<file path="src/rtl/sdp_reg_wr_arb.sv">
// Round-robin write arbiter in front of a shared enable-gated SDP register.
// Optional grant-hold lock: define SDP_REGARB_LOCK_EN to add the req_lock port.
module sdp_reg_wr_arb #(
   parameter int NUM_REQ = 4,
   parameter int WIDTH   = 32,
   parameter int IDW     = $clog2(NUM_REQ)
) (
   input  logic                     clk,
   input  logic                     rst,
   input  logic [NUM_REQ-1:0]       req_valid,
   input  logic [NUM_REQ*WIDTH-1:0] req_data,
`ifdef SDP_REGARB_LOCK_EN
   input  logic [NUM_REQ-1:0]       req_lock,
`endif
   output logic [NUM_REQ-1:0]       req_ready,
   output logic [WIDTH-1:0]         reg_d,
   output logic                     reg_en,
   output logic [IDW-1:0]           grant_id,
   output logic                     busy
);

   typedef enum logic {
      IDLE  = 1'b0,
      WRITE = 1'b1
   } state_t;

   state_t               state_q, state_d;
   logic [IDW-1:0]       ptr_q, ptr_d;
   logic [IDW-1:0]       grant_id_q, grant_id_d;
   logic [WIDTH-1:0]     reg_d_q, reg_d_d;
   logic                 reg_en_q, reg_en_d;
   logic                 busy_q, busy_d;
   logic [NUM_REQ-1:0]   req_ready_q, req_ready_d;

   logic                 found;
   logic [IDW-1:0]       win_id;
   logic [WIDTH-1:0]     win_data;
   logic                 lock_hold;
   logic [IDW-1:0]       ptr_next;

   // Cyclic search upward from ptr_q; the first valid requester wins.
   always_comb begin
      // NOTE: every combinational output gets a default first so no path infers a latch.
      found  = 1'b0;
      win_id = '0;
      for (int k = 0; k < NUM_REQ; k++) begin
         int idx;
         idx = int'(ptr_q) + k;
         if (idx >= NUM_REQ) idx = idx - NUM_REQ;
         if (!found && req_valid[idx]) begin
            found  = 1'b1;
            win_id = IDW'(idx);
         end
      end
   end

   assign win_data = req_data[int'(win_id)*WIDTH +: WIDTH];

`ifdef SDP_REGARB_LOCK_EN
   assign lock_hold = req_lock[grant_id_q];
`else
   assign lock_hold = 1'b0;
`endif

   // NUM_REQ need not be a power of two, so the increment wraps explicitly.
   always_comb begin
      if (lock_hold) begin
         ptr_next = grant_id_q;
      end else if (int'(grant_id_q) == NUM_REQ - 1) begin
         ptr_next = '0;
      end else begin
         ptr_next = grant_id_q + IDW'(1);
      end
   end

   always_comb begin
      state_d     = state_q;
      ptr_d       = ptr_q;
      grant_id_d  = grant_id_q;
      reg_d_d     = reg_d_q;
      reg_en_d    = 1'b0;
      busy_d      = 1'b0;
      req_ready_d = '0;
      case (state_q)
         IDLE: begin
            if (found) begin
               state_d     = WRITE;
               grant_id_d  = win_id;
               reg_d_d     = win_data;
               reg_en_d    = 1'b1;
               busy_d      = 1'b1;
               req_ready_d = NUM_REQ'(1) << win_id;
            end
         end
         WRITE: begin
            // WRITE lasts one cycle; the pointer moves as it retires.
            state_d = IDLE;
            ptr_d   = ptr_next;
         end
         default: state_d = IDLE;
      endcase
   end

   // Registered outputs; async reset clears the handshake mid-WRITE at once.
   always_ff @(posedge clk or posedge rst) begin
      if (rst) begin
         state_q     <= IDLE;
         ptr_q       <= '0;
         grant_id_q  <= '0;
         reg_d_q     <= '0;
         reg_en_q    <= 1'b0;
         busy_q      <= 1'b0;
         req_ready_q <= '0;
      end else begin
         // NOTE: non-blocking assignments so every flop samples pre-edge values.
         state_q     <= state_d;
         ptr_q       <= ptr_d;
         grant_id_q  <= grant_id_d;
         reg_d_q     <= reg_d_d;
         reg_en_q    <= reg_en_d;
         busy_q      <= busy_d;
         req_ready_q <= req_ready_d;
      end
   end

   assign req_ready = req_ready_q;
   assign reg_d     = reg_d_q;
   assign reg_en    = reg_en_q;
   assign grant_id  = grant_id_q;
   assign busy      = busy_q;

endmodule

</file>
<file path="config.mk">
export PLATFORM = sky130hd
export DESIGN_NAME = sdp_reg_wr_arb
export DESIGN_NICKNAME = d
export VERILOG_FILES = /design/src/rtl/sdp_reg_wr_arb.sv
export SDC_FILE = /design/constraint.sdc
export NUM_CORES = 1
export LEC_CHECK = 0
export BUFFER_PORTS_ARGS = -buffer_cell sky130_fd_sc_hd__buf_2
export CAP_MARGIN = 10
export CORE_ASPECT_RATIO = 1.75
export CORE_MARGIN = 2
export CORE_UTILIZATION = 40
export DETAILED_ROUTE_END_ITERATION = 8
export GPL_TIMING_DRIVEN = 1
export PLACE_DENSITY_LB_ADDON = 0.3
export SYNTH_ARGS = -nofsm -noshare
export SYNTH_HDL_FRONTEND = slang
export SYNTH_SLANG_ARGS = --single-unit
</file>
<file path="constraint.sdc">
create_clock -name clk -period 1.6 [get_ports clk]
set_clock_uncertainty 0.05 [all_clocks]
set_input_delay 0.08 -clock clk [delete_from_list [all_inputs] [get_ports clk]]
set_output_delay 0.08 -clock clk [all_outputs]
set_load 0.02 [all_outputs]
</file>
==> results of run 1 <==
## placed cells by master (no fill, tap or decap), drive strengths merged, types with 2 or more instances in the layout
cell type  instances
nor2              40
buf              190
nor3               2
nor2b              2
dfrtp             41
nand2              8
mux2i             32
o21ai             38
a221oi            32
clkbuf             7
a21oi              2
inv                5
o22ai             33
## where the power goes
| part | leakage, µW | internal, µW | switching, µW |
|---|---|---|---|
| registers | 0.000471 | 1530 | 373 |
| logic | 0.00143 | 1960 | 2460 |
| clock network | 0.0000799 | 660 | 389 |
| total | 0.00198 | 4150 | 3220 |
## layer usage
metal	vias up	global-route usage, %	wire (µm)
met5	-	0	0
met1	1380	23.9	3250
met3	22	4.01	417
met2	101	39.8	4930
met4	0	8.95	298
li1	1393	-	-
## area by class of cell
type | count | area (µm²) | area share [%]
inverter | 5 | 18.8 | 0.440
multi-input combinational | 201 | 1830 | 42.8
timing repair buffer | 191 | 1130 | 26.4
clock buffer | 7 | 153 | 3.58
sequential | 41 | 1030 | 24.1
tap | 86 | 108 | 2.52
clock inverter | 1 | 5.00 | 0.117
## sequential cells by signal, summed over array words and instances (netlist names)
| signal | cells |
|---|---|
| reg_d | 32 |
| req_ready | 4 |
| grant_id | 2 |
| ptr_q | 2 |
| busy | 1 |
## worst max path at each step
stage,depth (start not counted),from,endpoint
after detailed placement,6,ptr_q[1],reg_d[0]
after global routing,6,ptr_q[0],reg_d[10]
after floorplan,7,ptr_q[1],reg_d[10]
after global placement,6,ptr_q[1],reg_d[26]
final,6,ptr_q[0],reg_d[22]
after CTS,6,ptr_q[0],reg_d[26]
## worst max-delay path: stages (launching register included)
cell and delay, ns:
dfrtp_2 0.43, nor2b_2 0.16, o31ai_1 0.09, a22o_4 0.25, buf_12 0.17, a221oi_2 0.31
o22ai_2 0.10
## stage by stage
stage / hold WS (ns) / instance area (µm²)
2_1_floorplan: 0.193 / 2980
3_3_place_gp: 0.0690 / 3970
3_5_place_dp: 0.0786 / 3970
4_1_cts: 0.0181 / 4240
5_1_grt: 0.0278 / 4270
6_report: 0.0195 / 4270
## repair_timing
action,CTS,global route
hold buffers,1,0
endpoints found under the setup margin,32,32
hold endpoints to repair,19,0
pin swaps,20,0
gates resized for setup,12,9
## kinds of logic after synthesis
family                   count (synthesis)  synth area share, %
AND/OR/NAND/NOR                         57                 8.30
flip-flops                              41                 34.4
buffers and inverters                   31                 8.97
AO/OA/AOI/OAI                          111                 37.2
adder cells (fa/ha/maj)                  1                0.419
multiplexers                            32                 10.7
==> impl_metrics.json, run 1 <==
{
  "clock_path_buffers": 2,
  "cts_tree": "built",
  "worstReg2RegStart": "ptr_q[0]",
  "grt_use_total_pct": 21.7,
  "via_per_inst": 5.44,
  "synth_flop_cell": "dfrtp_1",
  "async_flop_share_pct": 100,
  "clk-insertion-delay-late_ns": 0.28,
  "cts-root-buf": "clkbuf_16",
  "r2r_slack_ns": -0.09,
  "yosys_warnings": 0,
  "pin_count": 174,
  "end_kind": "register",
  "diodes": 0,
  "first_iter_violations": 115,
  "gr-total-overflow": 0,
  "dr_total_vias": 2896,
  "fmax_ghz": 0.593,
  "crit_fanout": 16,
  "clkTransAtPathRegs_ns": 0.06,
  "numPortBuffers": 173,
  "drc": 0,
  "antenna_found_initial": 0,
  "finalWorstPathRequiredPeriod_ns": 1.69,
  "ys_ff_latch": 41,
  "stdcell_count": 532,
  "post-cts-setup-buffers": 0,
  "arrival_ns": 1.79,
  "hp-class": "in2reg",
  "drv_slew": 0,
  "drt_first_pass_iters": 4,
  "finalCritPeriodShare_pct": 105,
  "criticalPathCategory": "reg2reg",
  "yosys.area.top_type": "dfrtp_1",
  "violations": "setup timing",
  "finalSetupTns_ns": -1.74,
  "synthesis.nets": 408,
  "wl_per_cell_um": 16.7,
  "cts_max_level": 2,
  "outcome": "finished with violations",
  "peakVddDrop_v": 0.00117,
  "dieArea_um2": 8190,
  "yosys.area.top_type_share_pct": 34.4,
  "synth_most_common_cell": "dfrtp_1",
  "grt_pass1_vias": 2965,
  "place_ws_ns": -0.129,
  "setup_ws_ns": -0.0854,
  "num-fill-cells": 631,
  "synth_cell_types": 35,
  "final_util_pct": 59.0,
  "synth_common_cells": "dfrtp_1, nor2_1, o21ai_0, mux2i_1, a221oi_2",
  "cp.required_ns": 1.71,
  "grt_first_pass_wirelength_um": 14500,
  "ys_seq_area_share_pct": 34.4,
  "setup_violations": 32,
  "ff2ff_path_depth": 6,
  "p_per_area_nw_per_um2": 1730,
  "postRouteAntennaNets": 0,
  "syn_inst": 273,
  "clkSinkCount": 41,
  "die_x_um": 69.3,
  "finalPower_uw": 7370,
  "rsz0062_at_grt": "yes",
  "maxSlewHeadroom_pct": 68.0,
  "synth_area_leaders": "dfrtp_1, a221oi_2, o22ai_2, mux2i_1, o21ai_0",
  "hold_viol": 0,
  "die_y_um": 118,
  "start_util_pct": 41.3,
  "startpoint_type": "register",
  "hpwlAfterDp_um": 6880,
  "syn_to_final_growth_pct": 43.1,
  "rows": 41,
  "hp-start": "req_data[95]",
  "maxCapViolCount": 0,
  "grt_max_degree": 37,
  "gp_congestion": 0.852,
  "syn-cell-area_um2": 2980,
  "holdPathEnd": "reg_d[31]",
  "drive_above_1_share_pct": 62.8,
  "fin_nets": 580,
  "routed_wl_um": 8900,
  "avgSynthCellArea_um2": 10.9,
  "synth-edff-count": 0,
  "p_leak_uw": 0.00198,
  "worstMarginPinSlew_ns": 0.480,
  "cts-buffers-inserted": 5,
  "holdPathStages": 3,
  "dp_cells": 523,
  "fp.coreArea_um2": 7230,
  "r2r_end": "reg_d[22]"
}
Note: power is estimated with default switching activity, not from simulation.
==> inputs of run 2 (changes only) <==
Settings changed: CORE_ASPECT_RATIO 1.75 to 0.6, REMOVE_ABC_BUFFERS set to 1.
==> run 2 against run 1 <==
Net effect:
- the run still ends with setup timing left
- largest power group unchanged
- critical path type unchanged
- sequential power about the same
- core utilization up 7.5 points
- die area barely moved
==> impl_metrics.json, run 2 (synthesized netlist as in run 1, its figures left out) <==
{
  "holdPathStages": 3,
  "arrival_ns": 1.90,
  "drt_first_pass_iters": 4,
  "routed_wl_um": 10000,
  "grt_max_degree": 38,
  "via_per_inst": 5.34,
  "cts-root-buf": "clkbuf_16",
  "fp.coreArea_um2": 7240,
  "hp-class": "in2reg",
  "finalPower_uw": 8380,
  "grt_first_pass_wirelength_um": 15200,
  "diodes": 0,
  "criticalPathCategory": "reg2reg",
  "cts_max_level": 2,
  "peakVddDrop_v": 0.000918,
  "cp.required_ns": 1.75,
  "drv_slew": 0,
  "ff2ff_path_depth": 7,
  "dp_cells": 551,
  "drc": 0,
  "finalWorstPathRequiredPeriod_ns": 1.74,
  "cts-buffers-inserted": 5,
  "grt_pass1_vias": 3106,
  "outcome": "finished with violations",
  "routed-wl-met3_um": 818,
  "drive_above_1_share_pct": 67.0,
  "clock_path_buffers": 2,
  "setup_violations": 32,
  "rsz0062_at_grt": "yes",
  "violations": "setup timing",
  "die_y_um": 70.9,
  "largest_reg_flops": 32,
  "startpoint_type": "register",
  "highest_layer": "met4",
  "wl_per_cell_um": 17.7,
  "pin_count": 174,
  "worstMarginPinSlew_ns": 0.497,
  "setup_ws_ns": -0.142,
  "clkTransAtPathRegs_ns": 0.06,
  "gp_congestion": 0.940,
  "first_iter_violations": 138,
  "wirelength_met1_um": 4300,
  "hold_viol": 0,
  "hold_ws_ns": 0.0169,
  "final_util_pct": 66.5,
  "hpwlAfterDp_um": 7270,
  "clk-insertion-delay-late_ns": 0.28,
  "numPortBuffers": 173,
  "grt_use_total_pct": 23.7,
  "met2RoutedLength_um": 4750,
  "p_per_area_nw_per_um2": 1740,
  "dr_total_vias": 3026,
  "p_leak_uw": 0.00214,
  "maxCapViolCount": 0,
  "rows": 24,
  "layout_common_cells": "buf_2, nor2_1, dfrtp_1, o21ai_0, o22ai_2",
  "cts_tree": "built",
  "die_x_um": 116,
  "fin_nets": 598,
  "finalSetupTns_ns": -3.72,
  "end_kind": "register",
  "antenna_found_initial": 0,
  "postRouteAntennaNets": 0,
  "finalCritPeriodShare_pct": 109,
  "clkSinkCount": 41,
  "final_common_cell": "buf_2",
  "dieArea_um2": 8190,
  "fmax_ghz": 0.574,
  "gr-total-overflow": 0,
  "maxSlewHeadroom_pct": 66.8,
  "stdcell_count": 567,
  "syn_to_final_growth_pct": 61.3,
  "crit_fanout": 26,
  "start_util_pct": 41.2
}
==> run 2: cell types whose count changed in the layout (fill, tap and decap cells not counted), moves of 2 or more <==
cell	change
mux2i_4	+12
a221oi_4	+10
mux2i_1	-11
buf_6	+4
a221oi_2	-9
o21ai_1	+2
clkbuf_16	+2
o21ai_0	-3
buf_4	+9
==> run 2: path summary, 6_finish.rpt <==
check	start	endpoint	slack, ns
max	ptr_q[0]	reg_d[15]	-0.14
max reg2reg	ptr_q[0]	reg_d[15]	-0.14
min in group asynchronous	rst	reg_d[25]	0.32
min	req_data[69]	reg_d[5]	0.02
min reg2reg	grant_id[1]	grant_id[1]	0.47
max in group asynchronous	rst	reg_d[22]	0.61
==> run 2: what timing repair did <==
item,4_1_cts,5_1_grt
endpoints found under the setup margin,32,32
buffers inserted,3,1
pin swaps,24,24
hold endpoints to repair,20,0
hold buffers,1,0
gates cloned,2,2
resized for setup,24,44
==> run 2: per-stage QoR <==
step / setup slack [ns] / cell area, µm²
floorplan: -1.28 / 2740
global placement: -0.0761 / 4060
detailed placement: -0.189 / 4060
CTS: -0.141 / 4470
global route: -0.203 / 4810
finish: -0.142 / 4810
==> run 2: critical path, stage by stage (launching register included) <==
cell	delay [ns]
dfrtp_1	0.43
and2b_4	0.22
buf_4	0.13
o21ai_2	0.10
a21boi_4	0.22
buf_12	0.19
o21ai_0	0.16
o22ai_2	0.15
==> run 2: power breakdown <==
group          internal [µW]  total (µW)  leakage, µW  switching [µW]
Clock                    613        1020    0.0000700             402
Combinational           2640        5450      0.00160            2810
Sequential              1520        1910     0.000472             384
Total                   4780        8380      0.00214            3600
==> run 2: layout make-up <==
class | instances | area (µm²)
Clock buffer | 7 | 143
Fill cell | 558 | 2420
Inverter | 5 | 18.8
Multi-Input combinational cell | 201 | 2120
Sequential cell | 41 | 1030
Tap cell | 104 | 130
Timing Repair Buffer | 209 | 1370
==> run 2: routing by layer <==
metal  GRT usage, %  vias up
li1               -     1436
met2           39.9      145
met5              0        -
met3           6.00       14
met4           6.29        0
met1           30.5     1431
